===== src/rtl/serial_adder_pkg.sv =====
// serial_adder_pkg
//   Shared types and constants for the bit-serial adder slice.
//   - state_t : FSM state encoding (IDLE / RUN / DONE)
//   - cnt_width() : bit-position counter width for a given operand width
//   - CNT_W : counter width at the default operand width (8)
package serial_adder_pkg;

  typedef enum logic [1:0] {
    ST_IDLE = 2'd0,
    ST_RUN  = 2'd1,
    ST_DONE = 2'd2
  } state_t;

  localparam int unsigned DEF_WIDTH = 8;

  // Counter must index bit positions 0..w-1; never narrower than one bit.
  function automatic int unsigned cnt_width(input int unsigned w);
    return (w <= 2) ? 1 : $clog2(w);
  endfunction

  localparam int unsigned CNT_W = cnt_width(DEF_WIDTH);

endpackage


===== src/rtl/serial_fa_cell.sv =====
// serial_fa_cell
//   Combinational 1-bit full adder built from two half-adder stages plus an OR.
//   Ports:
//     a, b  : operand bits
//     cin   : carry in
//     s     : sum bit
//     cout  : carry out (majority of a, b, cin)
module serial_fa_cell (
  input  logic a,
  input  logic b,
  input  logic cin,
  output logic s,
  output logic cout
);

  logic s1, c1, c2;

  // First half-adder stage: a + b
  assign s1 = a ^ b;
  assign c1 = a & b;

  // Second half-adder stage: partial sum + cin
  assign s  = s1 ^ cin;
  assign c2 = s1 & cin;

  assign cout = c1 | c2;

endmodule


===== src/rtl/serial_adder.sv =====
// serial_adder
//   Bit-serial adder: one full-adder cell plus a carry flip-flop processes the
//   operands LSB first, one bit per clock, behind a start/busy/done handshake.
//   Optional macro SERIAL_ADDER_SUB_EN: when defined, sub=1 computes A-B
//   (B inverted, carry-in 1); when undefined, sub is ignored and A+B is computed.
//   Ports:
//     clk      : rising-edge clock
//     reset    : synchronous active-high reset
//     start    : request, sampled only when not busy
//     A, B     : operands, captured on an accepted start
//     sub      : subtract request, captured on an accepted start
//     busy     : high while computing
//     done     : one-cycle pulse, result outputs valid
//     sum      : result, held until the next completion
//     carry    : carry out of the MSB (no-borrow flag when subtracting)
//     overflow : signed overflow (carry into MSB xor carry out of MSB)
module serial_adder
  import serial_adder_pkg::*;
#(
  parameter int unsigned WIDTH = 8
) (
  input  logic             clk,
  input  logic             reset,
  input  logic             start,
  input  logic [WIDTH-1:0] A,
  input  logic [WIDTH-1:0] B,
  input  logic             sub,
  output logic             busy,
  output logic             done,
  output logic [WIDTH-1:0] sum,
  output logic             carry,
  output logic             overflow
);

  localparam int unsigned CW = cnt_width(WIDTH);
  localparam logic [CW-1:0] LAST = CW'(WIDTH - 1);

  state_t           state, state_n;
  logic [WIDTH-1:0] a_sr, b_sr, res_sr;
  logic [CW-1:0]    cnt;
  logic             c_ff;
  logic             sub_eff;
  logic             accept;
  logic             bit_s, bit_c;

`ifdef SERIAL_ADDER_SUB_EN
  assign sub_eff = sub;
`else
  logic unused_sub;
  assign unused_sub = sub;
  assign sub_eff    = 1'b0;
`endif

  serial_fa_cell u_fa (
    .a    (a_sr[0]),
    .b    (b_sr[0]),
    .cin  (c_ff),
    .s    (bit_s),
    .cout (bit_c)
  );

  assign busy   = (state == ST_RUN);
  assign done   = (state == ST_DONE);
  assign accept = start && (state != ST_RUN);

  always_comb begin
    state_n = state;
    unique case (state)
      ST_IDLE: if (start) state_n = ST_RUN;
      ST_RUN:  if (cnt == LAST) state_n = ST_DONE;
      ST_DONE: state_n = start ? ST_RUN : ST_IDLE;
      default: state_n = ST_IDLE;
    endcase
  end

  // b_sr holds the already-conditioned operand (B or ~B) so the RUN datapath
  // is identical for add and subtract.
  always_ff @(posedge clk) begin
    if (reset) begin
      state    <= ST_IDLE;
      a_sr     <= '0;
      b_sr     <= '0;
      res_sr   <= '0;
      cnt      <= '0;
      c_ff     <= 1'b0;
      sum      <= '0;
      carry    <= 1'b0;
      overflow <= 1'b0;
    end else begin
      state <= state_n;
      if (accept) begin
        a_sr <= A;
        b_sr <= sub_eff ? ~B : B;
        c_ff <= sub_eff;
        cnt  <= '0;
      end else if (state == ST_RUN) begin
        a_sr   <= a_sr >> 1;
        b_sr   <= b_sr >> 1;
        res_sr <= {bit_s, res_sr[WIDTH-1:1]};
        c_ff   <= bit_c;
        cnt    <= cnt + 1'b1;
        if (cnt == LAST) begin
          sum      <= {bit_s, res_sr[WIDTH-1:1]};
          carry    <= bit_c;
          overflow <= c_ff ^ bit_c;
        end
      end
    end
  end

endmodule

===== config.mk =====
export PLATFORM = sky130hd
export DESIGN_NAME = serial_adder
export DESIGN_NICKNAME = d
export VERILOG_FILES = /design/src/rtl/serial_adder_pkg.sv /design/src/rtl/serial_fa_cell.sv /design/src/rtl/serial_adder.sv
export SDC_FILE = /design/constraint.sdc
export NUM_CORES = 1
export LEC_CHECK = 0
export ABC_CLOCK_PERIOD_IN_PS = 1650
export BUFFER_PORTS_ARGS = -buffer_cell sky130_fd_sc_hd__buf_4
export CAP_MARGIN = 20
export CELL_PAD_IN_SITES_DETAIL_PLACEMENT = 1
export CELL_PAD_IN_SITES_GLOBAL_PLACEMENT = 1
export CORE_ASPECT_RATIO = 1.5
export CORE_MARGIN = 3
export CORE_UTILIZATION = 41
export CTS_CLUSTER_SIZE = 16
export DETAILED_ROUTE_END_ITERATION = 6
export GPL_ROUTABILITY_DRIVEN = 0
export PLACE_DENSITY = 0.87
export SLEW_MARGIN = 20
export SYNTH_ARGS = -nofsm -noshare
export SYNTH_HDL_FRONTEND = slang
export SYNTH_HIERARCHICAL = 1
export SYNTH_SLANG_ARGS = --single-unit

===== constraint.sdc =====
create_clock -name clk -period 1.65 [get_ports clk]
set_input_delay 0.0825 -clock clk [delete_from_list [all_inputs] [get_ports clk]]
set_output_delay 0.0825 -clock clk [all_outputs]
set_load 0.02 [all_outputs]

* After elaboration in Yosys (flattened, before gate mapping) *
Cells that the tools add are included.

storage, ports and cells
  register bits after elaboration = 40
  input bits = 20
  output and inout bits = 12
  word-level logic and storage cells = 38

operators by class
  $add $sub $neg = 1
  eq/ne operators = 6
  muxes and demuxes = 8
  bitwise operators = 7
  reduce and logical (&&, ||, !) cells = 7

operators by type and width
  cell                                                                      number
  8-bit two-way mux                                                         4
  2-bit case mux with 3 select lines                                        1
  2-bit two-way mux                                                         2
  2-bit by 1-bit inequality test with 1-bit output (second input constant)  2
  2-bit AND reduction                                                       2
  3-bit by 1-bit adder with 3-bit output (second input constant)            1
  3-bit == test (second input constant)                                     1
  3-bit AND reduction                                                       1
  1-bit XOR                                                                 3
  1-bit bitwise AND                                                         2
  2-bit by 1-bit == test with 1-bit output (second input constant)          1
  2-bit == test (second input constant)                                     1
  2-bit zero test                                                           1
  2-bit inequality test (second input constant)                             1
  2-bit nonzero test                                                        1
  2-bit OR reduction                                                        1
  1-bit logical AND                                                         1
  1-bit two-way mux                                                         1
  1-bit inverter                                                            1
  1-bit bitwise OR                                                          1

* Longest topological paths before layout *
  depth after elaboration = 4
  mapped depth = 6
  mapped depth without buffers = 5

* By module *
Netlist, hierarchy kept.

by module, submodules not included
  module          times used  cells an instance  area each (µm²)  seq. area each (µm²)
  serial_adder    1           172                1634.1           780.7
  serial_fa_cell  1           1                  20.0             0.0

* Least setup slack after synthesis *
Ideal clock, no wire load.

  kind = reg2reg
  start = register cnt[0]
  end = register overflow
  setup time = 87 ps
  arrival = 1186 ps
  required time = 1563 ps
  slack = 377 ps
  cell stages (with the launch flop) = 6
  path buffers = 1
  clock period less this slack = 1273 ps
  cell sequence = dfxtp_1 ha_1 ha_1 and3b_1 buf_2 a211oi_1

on the way
  longest elaborated chain between the ends = 2

ends and longest elaborated chain
  what                                  line                 source
  start: declaration                    serial_adder.sv:40   logic [CW-1:0] cnt;
  start signal: assignment              serial_adder.sv:101  cnt <= cnt + 1'b1;
  3-bit == test                         serial_adder.sv:102  if (cnt == LAST) begin
  3-bit AND reduction (no source line)  --
  end signal: assignment                serial_adder.sv:105  overflow <= c_ff ^ bit_c;
  end: declaration                      serial_adder.sv:32   output logic overflow

No other way between the ends.
A chain may end at the register's enable or synchronous reset.

* Worst setup path after layout *
Same ends and word-level chain as after synthesis.

==> run summary <==
Ant diodes = 0
Crit start category = flop
Congestion Overflow GR = 0
Setup repair bufs after CTS = 0
Max Cap Viol = 0
Status = complete, no violations
Worst vdd ir = 0.680 mV
XOR/XNOR Fraction of Synth Area = 0.530%
Leakage power = 0.811 nW
RSZ-0062 raised after global routing = no
Post-synthesis net count = 196
Post-Route WL = 3590 µm
Initial Util = 43.7%
Final setup viols = 0
Initial DRC count = 44
Max FO, Critical Path = 11
Fin. Hold Viols = 0
Worst r2r dst = overflow
Core box area = 0.00378 mm²
CTS Root Cell = clkbuf_8
WHS = 0.114 ns
Prevailing post-synth register cell = dfxtp_1
Largest net degree at the start of global routing = 40
Post-Synth Adder-Cell Area = 2.72%
Power per cell area = 1040 mW/mm²
Netlist Area Pre-Place = 0.00165 mm²
Clock latency on the worst-skew pair = 0.29 ns
Number of buffers created by CTS = 5
Area grow syn2layout = 20.0%
Share of cells above drive strength 1 = 27.6%
Hold EP = a_sr[7]
Mapped Cells = 173
EDFF count, synth = 0
Drt pass-1 iters = 4
Max Root-Sink Buffers = 2
Yosys reg bits = 39
Worst-Margin Slew = 0.467 ns
Compound-Gate Fraction of Synth Area = 17.6%
HPWL Detailed = 2530 µm
Die ar. = 0.00485 mm²
Mapped Avg Cell Area = 9.56 µm²
Data required time at the worst endpoint = 1.86 ns
Setup Total Neg Slack = 0 ns
Worst Hold Depth = 3
Wire length of the first global-routing pass = 6130 µm
Clk sink count = 39
Peak Freq = 659 MHz
Die W = 57.9 µm
Hold Path Class = primary input to flop
Asr flop ratio synth = 0%
Multiplexer share of the synthesized area = 9.68%
Unique masters post-synth = 22
Rows = 27
Vias post-DR = 1306
Synth Area in Simple Gates = 16.3%
Total GRT Usage = 16.2%
Final Non-Filler Cells = 242
DRC = 0
Worst Reg-to-Reg Cells = 5
Yosys warnings = 6
Post-synthesis sequential area ratio = 47.2%
Min-delay src = A[7]
CP arrival = 1.73 ns
DP Cell Count = 234
Final antenna-violating net count = 0
Die Height = 83.8 µm
Max transition margin = 68.8%
Initial antenna violation count = 0
Pins over their slew limit = 0
Post-CTS sizing = 0
Share of the synthesized area in the top cell type = 47.2%
Vias in the first global route = 1384
CP Class = flop to flop
PortBufs = 30
Skew final = 0.0108 ns
Flop2flop setup slack = 0.13 ns
Final worst path period need = 1.52 ns
Largest family of logic cells by synthesized area = compound AO/OA/AOI/OAI gates
H-Tree Depth = 2
Drt wl/cell = 14.8 µm
Post-CTS Hold Buffers = 0
CTS tree = yes
DR vias/cell = 5.40
Clock transition at path regs = 0.07 ns
Synth area leader = dfxtp_1
I/O pins = 32
Synth area leaders = dfxtp_1 (47%), a211oi_2 (11%), mux2i_1 (9.7%)
Layout Nets = 221
Crit share post-route = 92.0%
Critical R2R Launch = cnt[0]
Crit path capture type = flop
==> layout make-up <==
| type | instances | area, µm² |
|---|---|---|
| flip-flops and latches | 39 | 781 |
| inverters | 2 | 10.0 |
| clock buffers | 6 | 82.6 |
| multi-input cells | 119 | 778 |
| repair buffers | 31 | 245 |
| well taps | 43 | 53.8 |
| fillers | 445 | 1800 |
| clock inverters | 2 | 35.0 |
==> worst max path at each step <==
stage / from / end / slack (ns) / cells after the start
2_1_floorplan: cnt[0] / overflow / 0.38 / 5
3_3_place_gp: cnt[0] / overflow / 0.24 / 5
3_5_place_dp: cnt[0] / overflow / 0.14 / 5
4_1_cts: cnt[0] / overflow / 0.13 / 5
5_1_grt: cnt[0] / overflow / 0.002 / 5
6_report: cnt[0] / overflow / 0.13 / 5
==> layer usage <==
metal / wire, µm / global-route usage (%) / vias to the layer above
met5: 0 / 0 / -
met4: 44 / 6.33 / 0
met3: 156 / 4.64 / 5
met2: 1960 / 28.7 / 25
met1: 1430 / 17.5 / 640
li1: - / - / 636
==> state kept, by name, indices dropped and copies added (netlist names) <==
register / cells
a_sr: 8
b_sr: 8
sum: 8
res_sr: 7
cnt: 3
state: 2
c_ff: 1
carry: 1
overflow: 1
==> stage by stage <==
stage                     power [mW]  setup slack, ns  area [µm²]  util [%]
after floorplan                 1.20            0.377        1650         -
after global placement          1.25            0.242        1870      49.4
after detailed placement        1.27            0.142        1870      49.4
after CTS                       2.08            0.128        1990      52.5
after global routing            2.15          0.00157        1990      52.5
final                           2.06            0.131        1990      52.5
==> worst max-delay path, cell delays in order (launching register included) <==
cell and delay (ns):
dfxtp_1 0.36, ha_1 0.16, ha_1 0.19, and3b_1 0.46, nor2_1 0.09, a211oi_1 0.20
==> synth_stat cells, types with 2 or more instances <==
cell,number
a211oi_2,14
a21oi_1,20
buf_2,4
buf_4,5
buf_6,2
clkbuf_1,2
dfxtp_1,39
ha_1,2
mux2i_1,16
nand2_1,35
nand2b_1,2
nand3b_1,5
nor2_1,17
nor3_1,2
==> cell families (layout without fill, tap and decap cells) <==
| logic type | after synthesis | after routing |
|---|---|---|
| xor gates and xnor gates | 1 | 1 |
| muxes | 16 | 16 |
| AOI/OAI and AO/OA | 36 | 36 |
| buffers and inverters | 15 | 41 |
| and+or+nand+nor | 63 | 63 |
| adders and majority gates | 3 | 3 |
| DFF | 39 | 39 |
==> power by group <==
group,internal [mW],switching [mW]
logic,0.105,0.124
clock network,0.489,0.330
registers,0.984,0.0279
total,1.58,0.481
==> cells in the final DEF, fill, tap and decap left out <==
master,instances
inv_4,1
nand3b_1,5
nand2b_1,1
a211oi_1,1
clkinv_2,1
nand2_1,35
dfxtp_1,39
and3b_1,1
buf_4,30
bufinv_16,1
inv_1,1
nor3_1,2
fa_1,1
ha_1,2
a211oi_2,14
xnor2_1,1
nor2_1,17
a2bb2oi_1,1
nand2b_2,1
clkbuf_8,6
a21oi_1,20
nor2b_1,1
mux2i_1,16
buf_12,1
(Power assumes the default switching activity.)
